==> src/rtl/hazard_pkg.sv <==
// Shared definitions for the pipeline hazard sequencer: FSM state encoding,
// MIPS opcode constants and the hard-wired zero register index.
package hazard_pkg;

    typedef enum logic [1:0] {
        RUN      = 2'd0,
        FLUSH    = 2'd1,
        MEM_WAIT = 2'd2
    } hz_state_t;

    localparam logic [5:0] OP_R   = 6'd0;
    localparam logic [5:0] OP_LW  = 6'd35;
    localparam logic [5:0] OP_SW  = 6'd43;
    localparam logic [5:0] OP_BEQ = 6'd4;

    localparam logic [4:0] REG_ZERO = 5'd0;

    localparam int FLUSH_CNT_W = 3;

endpackage

==> src/rtl/load_use_detect.sv <==
// Load-use comparator: flags an instruction in ID that reads the destination
// of a load currently in EX. Register $0 never produces a hazard.
module load_use_detect
    import hazard_pkg::*;
(
    input  logic       ex_mem_read,
    input  logic [4:0] ex_rt,
    input  logic [4:0] id_rs,
    input  logic [4:0] id_rt,
    input  logic       id_uses_rt,
    output logic       luh
);

    logic rs_match;
    logic rt_match;

    // Source-operand match against the load destination.
    always_comb begin
        rs_match = (ex_rt == id_rs);
        rt_match = id_uses_rt && (ex_rt == id_rt);
        luh      = ex_mem_read && (ex_rt != REG_ZERO) && (rs_match || rt_match);
    end

endmodule

==> src/rtl/hazard_sequencer.sv <==
// Pipeline hazard sequencer for the 5-stage MIPS core.
// Drives PC / IF/ID enables, IF/ID flush, decoder control-zeroing and the
// back-end freeze for load-use stalls, taken-branch flushes and dmem waits.
// Optional statistics counters are built when HAZARD_STATS_EN is defined.
//
// state    | meaning
// ---------+-----------------------------------------------------------
// RUN      | normal flow; branch and load-use hazards handled here
// FLUSH    | remaining wrong-path slots being flushed after a branch
// MEM_WAIT | data memory stalled; ret_state/cnt hold the work to resume
module hazard_sequencer
    import hazard_pkg::*;
#(
    parameter int BRANCH_PENALTY = 1,
    parameter int CNT_W          = 16
) (
    input  logic             clk,
    input  logic             rst,
    input  logic [4:0]       id_rs,
    input  logic [4:0]       id_rt,
    input  logic             id_uses_rt,
    input  logic             ex_mem_read,
    input  logic [4:0]       ex_rt,
    input  logic             branch_taken,
    input  logic             dmem_req,
    input  logic             dmem_ready,
    output logic             pc_write,
    output logic             ifid_write,
    output logic             ctrl_zero,
    output logic             ifid_flush,
    output logic             pipe_freeze
`ifdef HAZARD_STATS_EN
    ,
    output logic [CNT_W-1:0] stall_cnt,
    output logic [CNT_W-1:0] flush_cnt
`endif
);

    localparam logic [FLUSH_CNT_W-1:0] FLUSH_LOAD = FLUSH_CNT_W'(BRANCH_PENALTY - 1);

    hz_state_t               state, state_nxt;
    hz_state_t               ret_state, ret_state_nxt;
    hz_state_t               eff_state;
    logic [FLUSH_CNT_W-1:0]  cnt, cnt_nxt;
    logic                    luh;
    logic                    mem_wait;
    logic                    ld_stall;

    load_use_detect u_load_use_detect (
        .ex_mem_read (ex_mem_read),
        .ex_rt       (ex_rt),
        .id_rs       (id_rs),
        .id_rt       (id_rt),
        .id_uses_rt  (id_uses_rt),
        .luh         (luh)
    );

    // State, resume state and flush countdown registers.
    always_ff @(posedge clk or posedge rst) begin
        if (rst) begin
            state     <= RUN;
            ret_state <= RUN;
            cnt       <= '0;
        end else begin
            state     <= state_nxt;
            ret_state <= ret_state_nxt;
            cnt       <= cnt_nxt;
        end
    end

    // Next-state and Mealy outputs. The cycle in which a memory wait
    // completes behaves as a cycle of the saved state, so a paused flush
    // continues and a branch held in EX is taken in the first unfrozen cycle.
    always_comb begin
        pc_write      = 1'b1;
        ifid_write    = 1'b1;
        ctrl_zero     = 1'b0;
        ifid_flush    = 1'b0;
        pipe_freeze   = 1'b0;
        ld_stall      = 1'b0;
        mem_wait      = dmem_req && !dmem_ready;
        eff_state     = (state == MEM_WAIT) ? ret_state : state;
        state_nxt     = eff_state;
        ret_state_nxt = ret_state;
        cnt_nxt       = cnt;

        if (mem_wait) begin
            // Highest priority: freeze everything, leave cnt untouched so a
            // flush in progress resumes where it stopped. branch_taken is
            // not looked at here, which is its qualification by freeze.
            pipe_freeze = 1'b1;
            pc_write    = 1'b0;
            ifid_write  = 1'b0;
            state_nxt   = MEM_WAIT;
            if (state != MEM_WAIT) begin
                ret_state_nxt = state;
            end
        end else begin
            case (eff_state)
                RUN: begin
                    if (branch_taken) begin
                        // ID holds a wrong-path instruction, so any load-use
                        // match this cycle is irrelevant.
                        ifid_flush = 1'b1;
                        ctrl_zero  = 1'b1;
                        if (BRANCH_PENALTY > 1) begin
                            state_nxt = FLUSH;
                            cnt_nxt   = FLUSH_LOAD;
                        end
                    end else if (luh) begin
                        pc_write   = 1'b0;
                        ifid_write = 1'b0;
                        ctrl_zero  = 1'b1;
                        ld_stall   = 1'b1;
                    end
                end
                FLUSH: begin
                    ifid_flush = 1'b1;
                    ctrl_zero  = 1'b1;
                    if (cnt <= FLUSH_CNT_W'(1)) begin
                        state_nxt = RUN;
                        cnt_nxt   = '0;
                    end else begin
                        cnt_nxt = cnt - FLUSH_CNT_W'(1);
                    end
                end
                default: begin
                    state_nxt = RUN;
                    cnt_nxt   = '0;
                end
            endcase
        end

        // While reset is held the front end is stopped and a bubble is forced.
        if (rst) begin
            pc_write    = 1'b0;
            ifid_write  = 1'b0;
            ctrl_zero   = 1'b1;
            ifid_flush  = 1'b0;
            pipe_freeze = 1'b0;
            ld_stall    = 1'b0;
        end
    end

`ifdef HAZARD_STATS_EN
    // Saturating stall and flush statistics.
    always_ff @(posedge clk or posedge rst) begin
        if (rst) begin
            stall_cnt <= '0;
            flush_cnt <= '0;
        end else begin
            if ((ld_stall || pipe_freeze) && (stall_cnt != '1)) begin
                stall_cnt <= stall_cnt + CNT_W'(1);
            end
            if (ifid_flush && (flush_cnt != '1)) begin
                flush_cnt <= flush_cnt + CNT_W'(1);
            end
        end
    end
`endif

endmodule

==> config.mk <==
export PLATFORM = sky130hd
export DESIGN_NAME = hazard_sequencer
export DESIGN_NICKNAME = d
export VERILOG_FILES = /design/src/rtl/hazard_pkg.sv /design/src/rtl/load_use_detect.sv /design/src/rtl/hazard_sequencer.sv
export SDC_FILE = /design/constraint.sdc
export NUM_CORES = 1
export LEC_CHECK = 0
export CORE_UTILIZATION = 30
export DETAILED_ROUTE_END_ITERATION = 10
export SETUP_SLACK_MARGIN = 0.05
export SLEW_MARGIN = 20
export SYNTH_ARGS = -nofsm -noshare
export SYNTH_HDL_FRONTEND = slang
export SYNTH_SLANG_ARGS = --single-unit
==> constraint.sdc <==
create_clock -name clk -period 8.04 [get_ports clk]
set_clock_uncertainty 0.05 [all_clocks]
set_input_delay 2.412 -clock clk [delete_from_list [all_inputs] [get_ports clk]]
set_output_delay 2.412 -clock clk [all_outputs]
set_load 0.02 [all_outputs]
==> reports/results.ini <==
[die]
row_count = 14
num_io_pins = 27
core-area_um2 = 1577
dieHeight_um = 43.86
dieArea_um2 = 1923
die_x_um = 43.86
start_util_pct = 33.33

[global_route]
grt_overflow = 0
first_global_vias = 515
gr-usage-met2_pct = 25.07
use_met1_pct = 17.05
grt_pass1_wl_um = 2090
antenna_found_initial = 0
top_usage_layer = met2
grt_max_degree = 10
grt_use_total_pct = 14.55
gr-usage-met3_pct = 2.500

[setup_path]
startpoint = ex_rt[1]
r2r-end = cnt[2]
cp_max_fo = 3
cp_common_cell = clkdlybuf4s50_1
r2r_slack_ns = 6.50
slowest_delay_ns = 0.60
timing.setup.critical_path_class = in2out
critical_path.endpoint_type = output pin
cp_data_required_time_ns = 5.58
endpoint = ifid_write
crit_arrival_ns = 4.47
path_cells = clkdlybuf4s50_1 > or4_1 > o21ai_0 > o311a_1 > clkdlybuf4s50_1
cp_slowest_cell = clkdlybuf4s50_1
r2r-start = cnt[1]
rr_worst_depth = 6
crit_path_start_kind = input pin

[finish]
multiInputGateArea_um2 = 320.3
fillCellCount = 152
antenna_cells = 0
drive_above_1_share_pct = 5.618
final_cell_mix = 26 x clkdlybuf4s50_1, 9 x xor2_1, 7 x o21ai_0, 7 x dfrtp_1
regArea_um2 = 175.2
layout_commonest_cell = clkdlybuf4s50_1
area_delta_synth_final_pct = 56.19
fin_nets = 114

[synth]
yosysSeqAreaShare_pct = 33.33
syn_nets = 85
synth_edf_count = 0
syn_area_per_cell_um2 = 8.615
async_flop_share_pct = 100.0
synth_warnings = 0
syn_inst = 61
synthFlopType = dfrtp_1
syn-cell-area_um2 = 525.5
ys_ff_latch = 7
yosys.cell_types.count = 25

[placement]
io_buffers = 26
dpl.hpwl_um = 984.1
gp_congestion = 0.8077

[timing]
rsz0062_at_grt = false
max_freq_ghz = 0.1443
fin_crit_sh_pct = 86.21
setup_viol = 0
min_period_ns = 6.931
fin_setup_tns_ns = 0
slew_violations = 0
hold_violations = 0
worstMarginPinSlew_ns = 0.3870
slew_headroom_pct = 74.17

[pwr]
vdd_drop_max_mv = 0.04436
power_density_nw_per_um2 = 114.3
leakagePower_nw = 0.3734
p_total_mw = 0.09384

[drt]
viasPerCell = 4.895
dr.pass1.iters = 5
drt_iter0_drc = 12
ant_nets = 0
finalWirelength_um = 1162
wire_per_inst_um = 11.07
drcViolationCount = 0
num_vias = 514

[job]
drv_cap = 0

[cts]
cts.repair.resized = 0
ctsHtreeMaxLevel = 1
numClockSinks = 7
clock_latency_ns = 0.25
cts_hold_buf = 0
clkTransAtPathRegs_ns = 0.05
clockBufferDepth = 2
cts_buffers = 3
cts_tree = done
clock-root-buffer = clkbuf_4
post_cts_buffers = 0

[outcome]
outcome = finished clean

[hold_path]
hp-class = reg2reg

[synth_stat cells, types with 2 or more instances]
master	number	area [µm²]
xor2_1	9	78.83
dfrtp_1	7	175.2
o21ai_0	7	35.03
nand2_1	6	22.52
nor2_1	6	22.52
inv_1	5	18.77
a21o_1	2	15.01
ha_1	2	25.02
[report_power, final]
| group | switching (mW) | internal (mW) | total, mW |
|---|---|---|---|
| logic | 0.0100 | 0.0152 | 0.0253 |
| registers | 0.000352 | 0.0355 | 0.0359 |
| clock network | 0.0137 | 0.0190 | 0.0327 |
| total | 0.0241 | 0.0697 | 0.0938 |
[layer usage]
layer,share of wire (%),wire (µm)
met1,45,524
met2,48,562
met3,5.1,59
met4,1.3,15
met5,0,0
[critical path, delay by kind of cell]
kind                   cells  cell delay (ns)
AND/OR/NAND/NOR            1             0.55
buffers and inverters      2             1.06
AO/OA/AOI/OAI              2             0.44
[sequential cells by signal (all words and copies together), names as in the netlist]
name / flops
cnt: 3
ret_state: 2
state: 2
[worst min-delay path by stage]
stage,startpoint,cells past startpoint,to,slack [ns]
4_1_cts,cnt[1],2,cnt[1],0.47
3_3_place_gp,cnt[2],1,cnt[2],0.45
5_1_grt,cnt[1],2,cnt[1],0.54
6_report,cnt[1],2,cnt[1],0.46
3_5_place_dp,cnt[1],2,cnt[1],0.46
2_1_floorplan,cnt[1],2,cnt[1],0.42
[stage by stage]
| step | hold WS (ns) | instances | cell area, µm² | utilization, % | setup slack [ns] |
|---|---|---|---|---|---|
| 2_1_floorplan | 0.4227 | 61 | 525.5 | - | 1.967 |
| 3_5_place_dp | 0.4614 | 101 | 794.5 | 50.40 | 1.088 |
| 6_report | 0.4633 | 105 | 820.8 | 52.06 | 1.109 |
| 5_1_grt | 0.5447 | 105 | 820.8 | 52.06 | 0.9976 |
| 4_1_cts | 0.4721 | 105 | 820.8 | 52.06 | 1.091 |
| 3_3_place_gp | 0.4458 | 101 | 794.5 | 50.40 | 1.104 |
[logic make-up after synthesis]
logic type | share of synthesized area, %
AO/OA/AOI/OAI | 23.57
XOR/XNOR | 16.67
adder cells (fa/ha/maj) | 4.761
buffers and inverters | 5.715
flip-flops | 33.33
AND/OR/NAND/NOR | 15.95
[final cells by class]
class	instances	share of cell area [%]
timing repair buffer	26	31.71
inverter	5	2.287
clock buffer	4	3.201
multi-input combinational	47	39.02
sequential	7	21.34
tap	16	2.439
Note: power is estimated with default switching activity, not from simulation.
